--- src/rtl/seg7_scan_mux.sv ---
// seg7_scan_mux: scans eight active-low digit patterns onto a common-anode display with a blanking guard per slot.
// Optional macro SEG7_SCAN_SNAPSHOT_EN latches all digits once per frame so a frame never mixes input states.
module seg7_scan_mux #(
  parameter int CLK_HZ       = 50000000,
  parameter int SCAN_HZ      = 1000,
  parameter int GUARD_CYCLES = 16
) (
  input  logic       clk,
  input  logic       rst_n,
  input  logic       en,
  input  logic [6:0] led0,
  input  logic [6:0] led1,
  input  logic [6:0] led2,
  input  logic [6:0] led3,
  input  logic [6:0] led4,
  input  logic [6:0] led5,
  input  logic [6:0] led6,
  input  logic [6:0] led7,
  output logic [6:0] seg,
  output logic [7:0] an,
  output logic [2:0] digit_idx,
  output logic       frame_tick
);
  localparam int DIV = CLK_HZ / SCAN_HZ;
  localparam int PW = (DIV > 2) ? $clog2(DIV) : 1;
  localparam logic [PW-1:0] LAST = PW'(DIV - 1);
  localparam logic [PW-1:0] GLAST = PW'((GUARD_CYCLES > 0) ? GUARD_CYCLES - 1 : 0);
  localparam bit HAS_G = GUARD_CYCLES > 0;
  if (DIV < 2 || GUARD_CYCLES >= DIV || GUARD_CYCLES < 0) begin : g_bad_cfg
    $fatal(1, "seg7_scan_mux: need DIV>=2 and 0<=GUARD_CYCLES<DIV");
  end
  typedef enum logic [1:0] {IDLE, GUARD, DRIVE} state_t;
  state_t state, state_n;
  logic [PW-1:0] pre, pre_n;
  logic [2:0] idx_n;
  logic tick_n;
  logic [6:0] pat, seg_n;
  logic [7:0] an_n;
  logic [6:0] live [8];
  assign live = '{led0, led1, led2, led3, led4, led5, led6, led7};
  always_comb begin
    state_n = state;
    pre_n = pre;
    idx_n = digit_idx;
    tick_n = 1'b0;
    if (!en) begin
      state_n = IDLE;
      pre_n = '0;
      idx_n = '0;
    end else if (state == IDLE) begin
      state_n = HAS_G ? GUARD : DRIVE;
      pre_n = '0;
      idx_n = '0;
    end else if (pre == LAST) begin
      state_n = HAS_G ? GUARD : DRIVE;
      pre_n = '0;
      idx_n = digit_idx + 3'd1;
      tick_n = digit_idx == 3'd7;
    end else begin
      state_n = (state == GUARD && pre == GLAST) ? DRIVE : state;
      pre_n = pre + PW'(1);
    end
  end
`ifdef SEG7_SCAN_SNAPSHOT_EN
  logic [6:0] shadow [8];
  logic load;
  // the frame's first slot both captures the inputs and displays the captured digit 0
  assign load = state_n != IDLE && pre_n == '0 && idx_n == 3'd0;
  assign pat = load ? live[idx_n] : shadow[idx_n];
  always_ff @(posedge clk or negedge rst_n)
    if (!rst_n) shadow <= '{default: 7'h7F};
    else if (load) shadow <= live;
`else
  assign pat = live[idx_n];
`endif
  assign seg_n = (state_n == IDLE) ? 7'h7F : pat;
  assign an_n = (state_n == DRIVE) ? ~(8'b1 << idx_n) : 8'hFF;
  always_ff @(posedge clk or negedge rst_n)
    if (!rst_n) begin
      state <= IDLE;
      pre <= '0;
      digit_idx <= '0;
      frame_tick <= 1'b0;
      seg <= 7'h7F;
      an <= 8'hFF;
    end else begin
      state <= state_n;
      pre <= pre_n;
      digit_idx <= idx_n;
      frame_tick <= tick_n;
      seg <= seg_n;
      an <= an_n;
    end
endmodule
--- config.mk ---
export PLATFORM = sky130hd
export DESIGN_NAME = seg7_scan_mux
export DESIGN_NICKNAME = d
export VERILOG_FILES = /design/src/rtl/seg7_scan_mux.sv
export SDC_FILE = /design/constraint.sdc
export NUM_CORES = 1
export LEC_CHECK = 0
export ABC_AREA = 1
export CAP_MARGIN = 20
export CORE_UTILIZATION = 50
export DETAILED_ROUTE_END_ITERATION = 12
export HOLD_SLACK_MARGIN = 0.02
export PLACE_DENSITY_LB_ADDON = 0.08
export SLEW_MARGIN = 20
export SYNTH_ARGS = -nofsm -noshare
export SYNTH_HDL_FRONTEND = slang
export SYNTH_SLANG_ARGS = --single-unit
--- constraint.sdc ---
create_clock -name clk -period 3.39 [get_ports clk]
set_clock_uncertainty 0.2 [all_clocks]
set_input_delay 0.5085 -clock clk [delete_from_list [all_inputs] [get_ports clk]]
set_output_delay 0.5085 -clock clk [all_outputs]
set_load 0.02 [all_outputs]
==> out/metrics.csv <==
stage,metric,value,unit
final_layout,FF+latch area,944.7,µm²
final_layout,fillcell total,405,
die,CORE AREA,4723,µm²
placement,IO Port Bufs,77,
route,drt first pass iters,4,
setup_path,CP peak stage delay,0.37,ns
pwr,part of the power in registers,49.9,%
die,Die Height,72.14,µm
synth,Yosys cell types,36,
placement,GP Congestion,0.8393,
die,Die X-Extent,72.14,µm
synth,#FFs+latches synth,37,
sta,Slew headroom,70.82,%
synth,top post-synthesis cells by area,"dfrtp_1 22%, nand2_1 21%, dfstp_2 16%",
final_layout,fraction of layout instances using a drive strength above 1,12.35,%
cts,Resize count post-CTS,0,
synth,Syn Nets,393,
cts,CTS Buf Count,5,
global_routing,first-pass GRT wire length,9432,µm
synth,Synth area leader,dfrtp_1,
setup_path,"critical path fanouts, max",32,
route,routed length per instance,11.72,µm
sta,"Hold Vio Cnt, Final",0,
cts,clock-pin slew on the worst setup and hold paths,0.07,ns
pwr,NetSw,0.2103,mW
cts,root buf cell,clkbuf_8,
synth,syn_area_per_cell,7.432,µm²
route,initial DRC count,82,
placement,hpwl dp,4236,µm
sta,Tightest Pin Transition,0.4378,ns
cts,Post-CTS Setup Inserts,0,
final_layout,fin cells,472,
final_layout,Final #Nets,466,
pwr,PD cells,274.8,nW/µm²
setup_path,Worst setup SP type,flop,
cts,"Hold-fix buffers, CTS",0,
setup_path,Crit Path Class,flop to flop,
hold_path,Hold Path Class,flop to flop,
setup_path,CP Cell Sequence,ha_1 -> nand3_1 -> nor2_4 -> nand2_4 -> nand2_4 -> nand3_4 -> nand2_1 -> nand2_1 -> nand2_1 -> nand2_1 -> nand2_1 -> nand3_1,
cts,H-tree depth,2,
setup_path,WP data arrival,2.49,ns
setup_path,Worst EP required,3.39,ns
die,count of standard-cell rows,25,
setup_path,Slowest cell on crit path,dfrtp_1,
sta,RSZ-0062 raised after global routing,no,
cts,CTS tree,done,
route,Detail Route Antenna Nets,0,
run_status,outcome,"complete, no violations",
pwr,Sw Share,23.14,%
sta,Slew Limit Fails,0,
die,Starting Density,52.08,%
die,number of top-level pins,78,
cts,later-pin clock latency in the skew report,0.28,ns
route,via density per instance,5.013,
synth,Yosys warnings,0,
synth,Mapped Area,2460,µm²
synth,post-synthesis sequential area ratio,38.40,%
global_routing,initial antenna violation count,0,
synth,cells after synthesis,331,
cts,Sink Count,37,
final_layout,final core utilization,70.01,%
global_routing,vias in the first global route,2288,
sta,clock period minus final worst setup slack,2.483,ns
route,drc violations,0,
synth,area share of the largest cell type after synthesis,22.38,%
sta,crit share post-route,73.26,%
setup_path,"most used cell, CP",nand2_1,
placement,placed cells,464,
setup_path,Crit. End Element,flop,
pwr,Comb pwr share,15.5,%
pwr,Pwr Total,0.9088,mW
global_routing,largest net degree at the start of global routing,38,
global_routing,grt total ovfl,0,
pwr,power share of the clock group,34.6,%
job,max-cap violation count,0,
sta,hold_ws,0.2545,ns
route,WL final,5534,µm
sta,Final setup viols,0,
final_layout,Layout area overhead,34.44,%
cts,CTS max path bufs,2,
die,Die Area,5204,µm²
final_layout,Multi-input gate area,1292,µm²
pwr,Lkg Pwr,1.549,nW
pwr,Int Pwr,0.6985,mW
global_routing,total track usage,22.99,%
route,via count,2366,
pwr,Max VDD drop,0.1259,mV
final_layout,ANT cells,0,
sta,setup tns final,0,ns
sta,Fmax,402.7,MHz
-- metrics by stage --
| stage | area (µm²) | setup WS, ns |
|---|---|---|
| floorplan | 2460 | 1.443 |
| global placement | 3211 | 0.8396 |
| CTS | 3307 | 0.8769 |
| detailed placement | 3211 | 0.8006 |
| global route | 3307 | 0.6624 |
| finish | 3307 | 0.9065 |
-- final cells by class --
cell class / count / area share, %
Clock inverter: 2 / 0.4162
Sequential cell: 37 / 28.57
Tap cell: 67 / 2.535
Timing Repair Buffer: 81 / 24.21
Clock buffer: 6 / 2.497
Inverter: 23 / 2.686
Multi-Input combinational cell: 256 / 39.08
-- power by group through the flow --
stage | Clock (mW) | Sequential [mW] | Combinational [mW]
after floorplan | 0 | 0.467 | 0.0423
after global placement | 0 | 0.461 | 0.142
after detailed placement | 0 | 0.462 | 0.141
after CTS | 0.330 | 0.454 | 0.142
after global routing | 0.348 | 0.454 | 0.156
final | 0.314 | 0.454 | 0.140
-- cells by family (layout without fill, tap and decap cells) --
| kind of cell | after synthesis | in the layout | synth area share, % |
|---|---|---|---|
| AND/OR/NAND/NOR | 229 | 229 | 44.66 |
| buffers and inverters | 38 | 112 | 9.054 |
| flip-flops | 37 | 37 | 38.40 |
| AO/OA/AOI/OAI | 21 | 21 | 5.290 |
| adder cells (fa/ha/maj) | 3 | 3 | 1.526 |
| XOR/XNOR | 3 | 3 | 1.068 |
-- cells in the final DEF (no fill, tap or decap), types with 2 or more instances in the layout --
master and n:
a21oi_1 8, nor2_1 25, inv_2 3, clkdlybuf4s50_1 77, a31oi_1 2, nand2_2 2, nor2_4 4, nand3_1 12
xor2_1 2, inv_1 19, nor2_8 2, dfstp_2 15, nor3_1 3, o21ai_0 5, clkbuf_8 6, nand2_1 139
buf_4 4, nand2_4 5, ha_1 3, dfrtp_1 22, nor4_1 2, nand4_1 30
-- sequential cells by signal, summed over array words and instances, names as in the netlist --
signal	count
seg	7
pre	16
state	2
an	8
digit_idx	3
frame_tick	1
-- metal layers --
metal	vias to the layer above	track usage, %	wire [µm]
li1	1223	-	-
met1	1068	25.49	2317
met2	67	42.99	2864
met3	8	4.861	269
met4	0	8.279	82
met5	-	0	0
-- synth_stat cells --
master,instances
a211oi_1,1
nand3_2,1
nand4_2,1
dfrtp_1,22
nand3_4,1
buf_6,3
nand4_1,30
inv_4,1
nand2_1,139
nor2_1,25
nand2_4,5
o21ai_1,1
dfstp_2,15
a21oi_2,1
nor4_1,2
inv_2,3
nor2_4,4
buf_12,2
a21oi_1,8
xor2_1,2
nand2_2,2
o21bai_1,1
nor3_1,3
ha_1,3
a31oi_1,2
a21oi_4,1
xnor2_1,1
nor2_2,1
o211ai_1,1
buf_2,6
o21ai_0,5
nand3_1,12
nor2_8,2
buf_4,4
nor3b_1,1
inv_1,19
-- path summary, 6_finish.rpt --
check	startpoint	slack (ns)	cells past startpoint	endpoint
min in group asynchronous	rst_n	0.44	2	pre[2]
worst max-delay path	pre[0]	0.91	12	seg[6]
worst min register to register	pre[0]	0.25	1	pre[0]
max in group asynchronous	rst_n	2.21	2	seg[2]
worst min-delay path	pre[0]	0.25	1	pre[0]
worst max register to register	pre[0]	0.91	12	seg[6]
-- critical path: cells and delay by family (launching register included) --
family | cells | cell delay [ns]
AND/OR/NAND/NOR | 11 | 1.64
adder cells (fa/ha/maj) | 1 | 0.19
flip-flops | 1 | 0.37
No activity file was read; power rests on OpenSTA's default activity.
